`config.mk`:
```
export PLATFORM = sky130hd
export DESIGN_NAME = utx_feeder
export DESIGN_NICKNAME = d
export VERILOG_FILES = /design/src/rtl/utx_feeder.sv
export SDC_FILE = /design/constraint.sdc
export NUM_CORES = 1
export LEC_CHECK = 0
export ABC_AREA = 1
export ABC_CLOCK_PERIOD_IN_PS = 3900
export CAP_MARGIN = 20
export CORE_ASPECT_RATIO = 0.7
export CORE_MARGIN = 1.5
export CORE_UTILIZATION = 57
export DETAILED_ROUTE_END_ITERATION = 12
export PLACE_DENSITY = 0.85
export SLEW_MARGIN = 20
export SYNTH_ARGS = -nofsm -noshare
export SYNTH_HDL_FRONTEND = slang
export SYNTH_SLANG_ARGS = --single-unit
```
`constraint.sdc`:
```
create_clock -name clk -period 3.9 [get_ports clk]
set_clock_uncertainty 0.05 [all_clocks]
set_input_delay 0.39 -clock clk [delete_from_list [all_inputs] [get_ports clk]]
set_output_delay 0.39 -clock clk [all_outputs]
set_load 0.1 [all_outputs]
```
`src/rtl/utx_feeder.sv`:
```
// utx_feeder: byte FIFO + load/done sequencer feeding the UART transmitter.
// Optional CR insertion before LF when UTX_FEEDER_CRLF_EN is defined.
//
// Ports:
//   clk, rstn          clock, async active-low reset
//   wr_en, wr_data     byte write strobe and data (one per cycle max)
//   full, empty, count FIFO occupancy status
//   overflow, clr_ovf  sticky dropped-write flag and its sync clear
//   busy               sequencer not idle
//   tx_load, tx_byte   registered load pulse and byte to the transmitter
//   tx_done            completion pulse from the transmitter

module utx_feeder #(
  parameter int DEPTH_LOG2 = 4
) (
  input  logic                clk,
  input  logic                rstn,
  input  logic                wr_en,
  input  logic [7:0]          wr_data,
  output logic                full,
  output logic                empty,
  output logic [DEPTH_LOG2:0] count,
  output logic                overflow,
  input  logic                clr_ovf,
  output logic                busy,
  output logic                tx_load,
  output logic [7:0]          tx_byte,
  input  logic                tx_done
);

  localparam int DEPTH = 1 << DEPTH_LOG2;

  typedef logic [DEPTH_LOG2-1:0] ptr_t;
  typedef logic [DEPTH_LOG2:0]   cnt_t;
  typedef enum logic [1:0] {
    IDLE,
    LOAD,
    WAIT
  } state_t;

  state_t     state;
  ptr_t       wr_ptr;
  ptr_t       rd_ptr;
  logic [7:0] mem [DEPTH];
  logic [7:0] head;
  logic       push;
  logic       pop;

  assign full  = (count == cnt_t'(DEPTH));
  assign empty = (count == '0);
  assign busy  = (state != IDLE);
  assign head  = mem[rd_ptr];

`ifdef UTX_FEEDER_CRLF_EN
  logic cr_sent;
  logic hold;

  // A CR pass leaves the LF at the head for the next pass.
  assign pop = (state == LOAD) && !hold;
`else
  assign pop = (state == LOAD);
`endif

  // A pop on the same edge frees the slot a full FIFO needs.
  assign push = wr_en && (!full || pop);

  always_ff @(posedge clk) begin
    if (push) mem[wr_ptr] <= wr_data;
  end

  always_ff @(posedge clk or negedge rstn) begin
    if (!rstn) begin
      wr_ptr   <= '0;
      rd_ptr   <= '0;
      count    <= '0;
      overflow <= 1'b0;
    end else begin
      if (push) wr_ptr <= wr_ptr + ptr_t'(1);
      if (pop)  rd_ptr <= rd_ptr + ptr_t'(1);
      if (push && !pop)
        count <= count + cnt_t'(1);
      else if (pop && !push)
        count <= count - cnt_t'(1);
      if (wr_en && !push)
        overflow <= 1'b1;
      else if (clr_ovf)
        overflow <= 1'b0;
    end
  end

  always_ff @(posedge clk or negedge rstn) begin
    if (!rstn) begin
      state   <= IDLE;
      tx_load <= 1'b0;
      tx_byte <= 8'h00;
`ifdef UTX_FEEDER_CRLF_EN
      cr_sent <= 1'b0;
      hold    <= 1'b0;
`endif
    end else begin
      tx_load <= 1'b0;
      unique case (state)
        IDLE: begin
          if (!empty) begin
            state   <= LOAD;
            tx_load <= 1'b1;
            tx_byte <= head;
`ifdef UTX_FEEDER_CRLF_EN
            hold <= 1'b0;
            if (head == 8'h0A && !cr_sent) begin
              tx_byte <= 8'h0D;
              cr_sent <= 1'b1;
              hold    <= 1'b1;
            end else if (head == 8'h0A) begin
              cr_sent <= 1'b0;
            end
`endif
          end
        end
        LOAD: state <= WAIT;
        WAIT: if (tx_done) state <= IDLE;
        default: state <= IDLE;
      endcase
    end
  end

endmodule

```
==> out/results.ini, run 1 <==
[outcome]
status=finished clean

[hold_path]
whs_endpoint=tx_byte[3]$_DFFE_PN0P_
holdCritPathClass=reg -> reg
min_from=tx_byte[3]$_DFFE_PN0P_
hold_depth=2

[detailed_routing]
ant_nets=0
avgRoutedWirePerCell_um=17.55
routed_wl_mm=15.21
drt_iter0_markers=720
vias=4713
drc=0
drt_first_pass_iters=6
via_per_inst=5.436

[sta]
hold_viol_final=0
tns_ps=0
finalHoldWorstSlack_ps=431.6
min_period_over_period=0.7680
rsz0062_at_grt=false
slew_violations=0
tightest_slew_ps=1116
max_freq_mhz=333.9
setup_viol=0
worst_slack_ps=904.7
min_period_ps=2995
slew_headroom=0.2551

[pwr]
pwr-share-comb=0.405
p_clk_frac=0.263
sw_frac_of_total=0.4184
seqPwrFrac=0.333
p_leak_uw=0.003404
power_switching_uw=2759
p_per_area_nw_per_um2=848.2
fin_total_pwr_uw=6595
internal_power_uw=3836
peakVddDrop_mv=0.6660

[final_layout]
multiInputGateArea_um2=1712
layout_commonest_cell=nand2_1
drive_gt1_frac=0.06056
area_growth_pct=14.97
n_fill_cell=820
regArea_um2=4471
num_antenna_cells=0
layout_common_cells=nand2_1 (216), edfxtp_1 (128), inv_1 (111)
fin_nets=720
fin_area_um2=7775

[synthesis]
ys_ff_latch=153
syn-num-nets=691
seq_area_frac_synth=0.6609
synth.avg_cell_area_um2=10.12
yosysWarnings=0
synthDistinctLibCells=24
synth_area_um2=6763
synthCells=668

[cts]
cts_inserted_buffers=17
clkTransAtPathRegs_ps=60
clockBufferDepth=2
cts_root_buffer=clkbuf_16
htree_levels=4
clkLatencyLatePin_ps=420
cts.sinks=153
cts_setup_buffers=0
cts_tree=yes

[floorplanning]
core-area_um2=11640
die_h_um=94.13
row_count=33
start_util=0.5808
top_level_ports=31
die_width_um=133.2
die-area_um2=12540

[global_routing]
groute.usage.overall=0.2582
grt_pass1_wl_mm=23.56
antenna_found_initial=0
grt_pass1_vias=4559
grt-ovfl-total=0
grt_max_degree=68

[critical_path]
crit_type=reg -> out
end_kind=primary output
path_max_fanout=5
max_stage_delay_ps=1220
crit_required_ps=3460
crit_arrival_ps=2560
r2r_end=count[4]$_DFFE_PN0P_
r2r_start=count[0]$_DFFE_PN0P_
crit_chain=nor2_1 -> nand2_1 -> nor2_1 -> clkdlybuf4s50_1
reg2reg_setup_slack_ps=1410
crit_path_top_delay_cell=clkdlybuf4s50_1
start_kind=register
critPathMostFrequentCell=nor2_1
reg2reg_depth=13

[placement]
dp_hpwl_mm=9.299
io_buffers=30
placed_cell_area_um2=7141
gp_congestion=0.9743
pre_cts_slack_ps=1237

[job]
drv_cap=0

==> power groups by stage <==
stage / Sequential, uW / Combinational [uW] / Clock (uW)
4_1_cts: 2190 / 2640 / 1730
5_1_grt: 2220 / 2880 / 1790
3_5_place_dp: 2220 / 2600 / 0
2_1_floorplan: 2700 / 1460 / 0
3_3_place_gp: 2200 / 2500 / 0
6_report: 2200 / 2670 / 1730
==> cells by family after synthesis <==
logic type / count (synthesis) / share of synthesized area
fa+ha+maj: 10 / 0.01961
buf+inv: 141 / 0.08603
simple gates: 344 / 0.2131
flops: 153 / 0.6609
compound gates: 11 / 0.008696
xor+xnor: 9 / 0.01166
==> cells in the mapped netlist, drive strengths merged <==
cell,n,share of area
dfrtp,25,0.093
clkinv,2,0.0011
nand4,1,0.00093
xor2,8,0.010
xnor2,1,0.0013
nor2,27,0.017
edfxtp,128,0.57
nor3,1,0.0015
o21ai,7,0.0052
a21boi,1,0.0011
nand2,218,0.12
clkbuf,4,0.0022
a31oi,1,0.00093
inv,115,0.064
ha,9,0.017
a21oi,2,0.0015
fa,1,0.0030
buf,20,0.019
nand3,97,0.072
==> what timing repair did <==
item / CTS / global route
hold buffers: 0 / 1
hold endpoints to repair: 0 / 25
setup endpoints to repair: 0 / 0
resized for setup: 0 / 0
==> worst max-delay path by stage <==
stage / startpoint / endpoint / slack (ps) / cells past startpoint
5_1_grt: count[1]$_DFFE_PN0P_ / empty / 870 / 4
6_report: count[0]$_DFFE_PN0P_ / empty / 900 / 4
2_1_floorplan: count[0]$_DFFE_PN0P_ / tx_byte[0]$_DFFE_PN0P_ / 810 / 8
4_1_cts: count[1]$_DFFE_PN0P_ / empty / 930 / 4
3_5_place_dp: wr_en / count[4]$_DFFE_PN0P_ / 1240 / 12
3_3_place_gp: wr_en / count[4]$_DFFE_PN0P_ / 1320 / 12
==> metal layers <==
metal / global-route usage / vias up / share of wire / routed length (um)
met5: 0 / - / 0 / 0
met4: 0.1159 / 0 / 0.028 / 425
met3: 0.05879 / 48 / 0.10 / 1560
met2: 0.4175 / 275 / 0.47 / 7090
met1: 0.3388 / 2198 / 0.40 / 6137
li1: - / 2192 / - / -
==> critical path: cells and delay by family (launching register included) <==
| kind | cells | cell delay (ps) |
|---|---|---|
| buffers and inverters | 1 | 1220 |
| DFF | 1 | 450 |
| and+or+nand+nor | 3 | 460 |
==> registers in the layout, summed over array words and instances, names as in the netlist <==
| register | flops |
|---|---|
| tx_load | 1 |
| state | 2 |
| overflow | 1 |
| rd_ptr | 4 |
| wr_ptr | 4 |
| count | 5 |
| tx_byte | 8 |
| mem | 128 |
==> metrics by stage <==
step | utilization | instances
floorplan | - | 668
global placement | 0.6133 | 834
detailed placement | 0.6133 | 834
CTS | 0.6672 | 866
global route | 0.6677 | 867
finish | 0.6677 | 867
==> area by class of cell <==
class | count | share of cell area
timing repair buffer | 34 | 0.04216
clock inverter | 7 | 0.01432
multi-input combinational | 374 | 0.2201
sequential | 153 | 0.5750
inverter | 117 | 0.05665
tap | 157 | 0.02527
clock buffer | 25 | 0.06646
No activity file was read; power rests on OpenSTA's default activity.
==> inputs of run 2 (changes only) <==
- ABC_CLOCK_PERIOD_IN_PS: 3900 -> 3050
- clock period: 3.9 -> 3.05 ns (I/O delays scaled with it)
==> out/results.ini, run 2 (synthesis gave the netlist of run 1 again) <==
[outcome]
status=finished clean

[final_layout]
layout_common_cells=nand2_1 (216), edfxtp_1 (128), inv_1 (110)
regMostFlops=mem
top_regs=mem x128, tx_byte x8, count x5
area_growth_pct=14.51
drive_gt1_frac=0.09001
finish.utilization=0.6651
stdcell_count=868
largest_reg_flops=128
num_antenna_cells=0
fin_nets=721
layout_commonest_cell=nand2_1

[pwr]
peakVddDrop_mv=0.6024
seqPwrFrac=0.338
pwr-share-comb=0.407
p_per_area_nw_per_um2=1071
p_clk_frac=0.255
p_leak_uw=0.003429
sw_frac_of_total=0.4255
internal_power_uw=4764
power_switching_uw=3528

[cts]
clkTransAtPathRegs_ps=70
htree_levels=4
clkLatencyLatePin_ps=420
ctsHoldBuffers=1
cts_resized=0
cts_root_buffer=clkbuf_16
cts_setup_buffers=0
cts_tree=yes
cts.sinks=153
clockBufferDepth=2
cts_inserted_buffers=17

[critical_path]
reg2reg_depth=11
max_stage_delay_ps=460
crit_cells=11
path_max_fanout=10
crit_type=reg -> reg
critPathBufInv=1
crit_chain=nor2_1 -> nand2_1 -> nor3_2 -> nor2_4 -> ha_1 -> inv_1 -> ha_1 -> a21boi_0 -> nor2_1 -> nand2_1 -> a31oi_1
crit_path_top_delay_cell=dfrtp_1
cp_top_family=simple AND/OR/NAND/NOR gates
start_kind=register
crit_required_ps=3330
end_kind=register
crit_arrival_ps=2700

[detailed_routing]
ant_nets=0
drc=0
drt_first_pass_iters=5
drt_iter0_markers=449
vias=4692
routed_wl_mm=15.18
avgRoutedWirePerCell_um=17.48
via_per_inst=5.406

[floorplanning]
core-area_um2=11640
die_width_um=133.2
row_count=33
die_h_um=94.13
start_util=0.5808
top_level_ports=31
die-area_um2=12540

[global_routing]
grt_max_degree=68
grt_pass1_vias=4440
grt_pass1_wl_mm=23.30
met1_usage=0.3318
use_met2=0.4310
grt-ovfl-total=0
groute.usage.overall=0.2552
antenna_found_initial=0
grtUsageMet3=0.05502
grt.busiest_layer=met2

[sta]
rsz0062_at_grt=false
finalHoldWorstSlack_ps=368.1
slew_violations=0
slew_headroom=0.2937
min_period_ps=2419
tightest_slew_ps=1053
tns_ps=0
setup_viol=0
hold_viol_final=0
max_freq_mhz=413.4
min_period_over_period=0.7931

[placement]
io_buffers=30
dp_hpwl_mm=9.675
gp_congestion=0.9020
post-place-cells=835

[job]
drv_cap=0

[hold_path]
holdCritPathClass=in -> async

[run 2: cell type report]
class	count	area, um2
Fill cell	846	3900
Multi-Input combinational cell	374	1714
Timing Repair Buffer	35	305.3
Tap cell	157	196.4
Sequential cell	153	4471
Clock inverter	7	47.55
Inverter	117	439.2
Clock buffer	25	570.5
[run 2: worst reg2reg max path, cell delays in order, from the launching register on]
cell	delay (ps)
dfrtp_1	460
nor2_1	120
nand2_1	120
nor3_2	230
nor2_4	110
ha_1	240
inv_1	150
ha_1	290
a21boi_0	160
nor2_1	140
nand2_1	90
a31oi_1	170
[run 2: layer usage]
layer  share of wire  wire (um)
met5               0          0
met4           0.017        254
met3           0.087       1318
met2            0.49       7397
met1            0.41       6206
[run 2: per-stage QoR]
stage | instance area, um2 | setup WS (ps) | total power, uW
6_report | 7744 | 631.1 | 8292
3_3_place_gp | 7121 | 538.9 | 6028
2_1_floorplan | 6765 | 264.2 | 5333
3_5_place_dp | 7116 | 527.6 | 6155
5_1_grt | 7744 | 428.0 | 8687
4_1_cts | 7744 | 626.1 | 8271
[run 2: worst paths after layout]
check	start	endpoint	slack, ps
max	count[0]$_DFFE_PN0P_	count[3]$_DFFE_PN0P_	630
min	rstn	tx_byte[5]$_DFFE_PN0P_	370
max reg2reg	count[0]$_DFFE_PN0P_	count[3]$_DFFE_PN0P_	630
min reg2reg	tx_byte[1]$_DFFE_PN0P_	tx_byte[1]$_DFFE_PN0P_	440
max in group asynchronous	rstn	rd_ptr[0]$_DFFE_PN0N_	2160
min in group clk	clr_ovf	overflow$_DFFE_PN0P_	400
[run 2: power by group through the flow]
| stage | clock, uW | combinational, uW | sequential, uW |
|---|---|---|---|
| after floorplan | 0 | 1870 | 3460 |
| after global placement | 0 | 3200 | 2820 |
| after detailed placement | 0 | 3310 | 2840 |
| after CTS | 2120 | 3350 | 2800 |
| after global routing | 2200 | 3650 | 2840 |
| final | 2110 | 3370 | 2810 |
==> inputs of run 3 (changes only) <==
- ABC_CLOCK_PERIOD_IN_PS: 3050 -> 2220
- CORE_UTILIZATION: 57 -> 54
- PLACE_DENSITY: 0.85 -> 0.84
- clock period: 3.05 -> 2.22 ns (I/O delays scaled with it)
==> out/results.ini, run 3 (synthesis gave the netlist of run 1 again) <==
[final_layout]
area_growth_pct=20.04
top_regs=mem x128, tx_byte x8, count x5
drive_gt1_frac=0.1549
regMostFlops=mem
fin_nets=759
num_antenna_cells=0
layout_common_cells=nand2_1 (215), edfxtp_1 (128), inv_1 (110)
largest_reg_flops=128
layout_commonest_cell=nand2_1
n_fill_cell=837

[detailed_routing]
vias=4838
wl_met1_mm=6.597
drt_iter0_markers=535
wl_met2_mm=7.438
highest_layer=met4
wl_met3_mm=1.290
drt_first_pass_iters=6
routed_wl_mm=15.89
drc=0
ant_nets=0
via_per_inst=5.340
avgRoutedWirePerCell_um=17.54

[floorplanning]
die_width_um=136.8
die-area_um2=13210
core-area_um2=11970
row_count=33
top_level_ports=31
die_h_um=96.63
start_util=0.5648

[pwr]
internal_power_uw=6895
p_leak_uw=0.003625
pwr-share-comb=0.427
p_per_area_nw_per_um2=1464
sw_frac_of_total=0.4200
seqPwrFrac=0.324
peakVddDrop_mv=1.141
p_clk_frac=0.249
power_switching_uw=4993

[cts]
cts_inserted_buffers=17
clkTransAtPathRegs_ps=60
ctsHoldBuffers=0
cts_tree=yes
clockBufferDepth=2
cts_root_buffer=clkbuf_16
htree_levels=4
cts.sinks=153
clkLatencyLatePin_ps=430

[critical_path]
reg2reg_setup_slack_ps=120
path_max_fanout=2
r2r_start=count[0]$_DFFE_PN0P_
r2r_end=count[4]$_DFFE_PN0P_
end_kind=primary output
reg2reg_depth=14
crit_type=reg -> out
start_kind=register
crit_required_ps=1950
crit_arrival_ps=1860

[global_routing]
grt_pass1_wl_mm=25.25
grt_max_degree=42
antenna_found_initial=0
grt-ovfl-total=0
groute.usage.overall=0.2606
grt_pass1_vias=4814

[placement]
pre_cts_slack_ps=-59.47
dp_hpwl_mm=10.15
gp_congestion=0.8977
io_buffers=30

[sta]
max_freq_mhz=468.9
rsz0062_at_grt=true
slew_violations=0
tightest_slew_ps=807.9
setup_viol=0
slew_headroom=0.4597
tns_ps=0
min_period_over_period=0.9607
min_period_ps=2133
worst_slack_ps=87.22
hold_viol_final=0

[job]
drv_cap=0

[hold_path]
holdCritPathClass=in -> async

[outcome]
status=finished clean

run 3: cell types whose count changed in the layout (fill, tap and decap cells not counted), moves of 2 or more:
cell and change:
ha_1 -2, ha_4 +2, nor2_4 +2, buf_4 +39, inv_6 +2, clkinv_4 -3
dfrtp_1 -5, nor2_1 -3, dfrtp_4 +4
run 3: critical path, cell delays in order, from the launching register on:
cell and delay (ps):
dfrtp_4 480, nor2_4 110, nand2_2 80, buf_4 130
buf_4 120, buf_4 130, nor2_2 170, buf_12 200
run 3: worst max-delay path by stage:
stage                    startpoint                    to  depth (start not counted)
3_5_place_dp   count[3]$_DFFE_PN0P_  count[3]$_DFFE_PN0P_                         12
4_1_cts        count[3]$_DFFE_PN0P_  count[4]$_DFFE_PN0P_                         14
5_1_grt        count[0]$_DFFE_PN0P_  count[4]$_DFFE_PN0P_                         14
6_report       count[0]$_DFFE_PN0P_                  full                          7
3_3_place_gp   count[3]$_DFFE_PN0P_  count[4]$_DFFE_PN0P_                         13
2_1_floorplan  count[1]$_DFFE_PN0P_  count[4]$_DFFE_PN0P_                         13
run 3: repair_timing:
action	CTS	global route
endpoints found under the hold margin	0	0
pin swaps	3	7
setup endpoints to repair	2	3
gates resized for setup	9	6
buffers inserted	3	0
run 3: area by class of cell:
class                   count  area [um2]  share of cell area
flip-flops and latches    153        4487              0.5527
clock inverters             8       76.32            0.009402
well taps                 157       196.4             0.02420
repair buffers             73       603.1             0.07429
clock buffers              24       545.5             0.06720
inverters                 117       441.7             0.05441
multi-input cells         374        1768              0.2178
run 3: routing by layer:
layer | track usage | vias up
li1 | - | 2271
met1 | 0.3613 | 2284
met2 | 0.3974 | 230
met3 | 0.05660 | 53
met4 | 0.1146 | 0
met5 | 0 | -
run 3: power by group through the flow:
stage,Combinational (uW),Clock (uW),Sequential (uW)
6_report,5070,2960,3850
5_1_grt,5490,3100,3900
4_1_cts,4980,2970,3830
3_5_place_dp,4840,0,3880
3_3_place_gp,4680,0,3850
2_1_floorplan,2570,0,4790
run 3: per-stage QoR:
step	hold WS, ps	cells	util	instance area [um2]	power [uW]
after detailed placement	421.1	871	0.6194	7417	8717
after global placement	422.9	871	0.6194	7417	8533
after floorplan	-123.6	668	-	6782	7358
final	199.0	906	0.6780	8118	11890
after global routing	270.5	906	0.6780	8118	12490
after CTS	219.2	906	0.6757	8090	11780
==> edit, RTL diff (config.mk and constraints of run 3) <==
Add a define of `UTX_FEEDER_CRLF_EN`.
--- a/src/rtl/utx_feeder.sv
+++ b/src/rtl/utx_feeder.sv
@@ -9,6 +9,8 @@
 //   busy               sequencer not idle
 //   tx_load, tx_byte   registered load pulse and byte to the transmitter
 //   tx_done            completion pulse from the transmitter
+
+`define UTX_FEEDER_CRLF_EN
 
 module utx_feeder #(
   parameter int DEPTH_LOG2 = 4
Function: changed (a bounded check fails within 4 cycles, from zero or initial values and one cycle with rstn low).
==> edit against run 3 <==
The run now ends with setup timing left; wire length up 8.5%; cell count down 0.22%; worst setup slack worse by 0.22 ns; final area up 3.1%; total power up 9.1%; via count up 5.5%; sequential share of layout area down 1.1 points; sequential cell count up 2; critical path depth up 9; synthesized area up 0.43%; sequential power up 3%; fmax down 9.5%; combinational power up 13%; die area up 0.42%; highest routed layer unchanged.
==> edit: results (changes against run 3) <==
worst reg2reg startpoint=count[2] (was count[0]); final setup margin=-0.136 ns (was 0.0872 ns); Placed Area=0.00755 sq mm (was 0.00742 sq mm); GP Congestion=0.816 (was 0.898); synth cell count leaders=220 x nand2_1, 128 x edfxtp_1, 77 x nand3_1 (was 216 x nand2_1, 128 x edfxtp_1, 111 x inv_1); failing checks=setup timing; buffer share of cell area=0.0855 (was 0.0743); critical path's slowest cell=dfrtp_4 (unchanged); clk sinks=155 (was 153); multi-input gates=399 (was 374); clkbuf count=23 (was 24); crit path capture=count[4] (was full); reg2reg path depth=16 (was 14); violation count after the first detailed-route iteration=635 (was 535); CP top delay family=simple AND/OR/NAND/NOR gates (was buffers and inverters); EDFF count, synth=128 (unchanged); Seq area share=0.542 (was 0.553); sw frac=0.418 (was 0.420); share of layout cells above drive strength 1=0.191 (was 0.155); vias in the first global route=5066 (was 4814); leakage power=3.55 nW (was 3.62 nW); Netlist cell types=30 (was 24); clock transition at the registers of the reported paths=0.06 ns (about the same); Syn Nets=683 (was 691); largest cells by area after synthesis=edfxtp_1 57%, nand2_1 12%, dfrtp_1 9.9% (was edfxtp_1 57%, nand2_1 12%, dfrtp_1 9.3%); final net count=754 (was 759); Post-CTS Setup Bufs=9 (was 3); crit-path max FO=4 (was 2); Resize count post-CTS=4 (was 9); first-pass GRT wire length=26800 um (was 25300 um); Signal buffers=78 (was 73); clk tree area frac=0.0786 (was 0.0766); Hold Slack=0.118 ns (was 0.199 ns); Slew headroom=0.571 (was 0.460); Setup Total Neg Slack=-0.234 ns (was 0 ns); total track usage=0.274 (was 0.261); total wire length=17200 um (was 15900 um); Comb pwr share=0.442 (was 0.427); Skew-Pair Late Insertion Delay=0.43 ns (about the same); Seq/Total Area, Yosys=0.665 (was 0.661); IR Drop Worst-Case VDD=0.000918 V (was 0.00114 V); PwrDens=1550 mW/mm^2 (was 1460 mW/mm^2); Non-clk invs=79 (was 117); placed wire-length estimate=9960 um (was 10100 um); status=finished with violations (was finished clean); final setup vio count=2 (was 0); multi-input logic area=0.00194 sq mm (was 0.00177 sq mm); sequential share of power=0.305 (was 0.324); largest net degree at the start of global routing=62 (was 42); number of fill cells=828 (was 837); vias per std cell=5.65 (was 5.34); Critical Path AT=2.62 ns (was 1.86 ns)
edit: metal layers:
| metal | track usage | routed length [um] |
|---|---|---|
| met2 | 0.444 | 8450 |
| met3 | 0.0592 | 1520 |
| met1 | 0.358 | 6580 |
| met5 | 0 | 0 |
| met4 | 0.115 | 689 |
edit: logic make-up (layout without fill, tap and decap cells):
logic type	Yosys count	after routing	share of synthesized area
compound gates	25	25	0.0199
xor+xnor	9	9	0.0116
fa+ha+maj	11	11	0.0214
buf+inv	105	188	0.0691
flops	155	155	0.665
simple gates	354	354	0.213
edit: per-stage QoR:
stage / std cells / utilization / setup WS (ns)
5_1_grt: 904 / 0.678 / -0.228
2_1_floorplan: 659 / - / -0.707
3_3_place_gp: 863 / 0.612 / 0.00730
4_1_cts: 903 / 0.673 / -0.0884
6_report: 904 / 0.678 / -0.136
3_5_place_dp: 863 / 0.612 / -0.0742
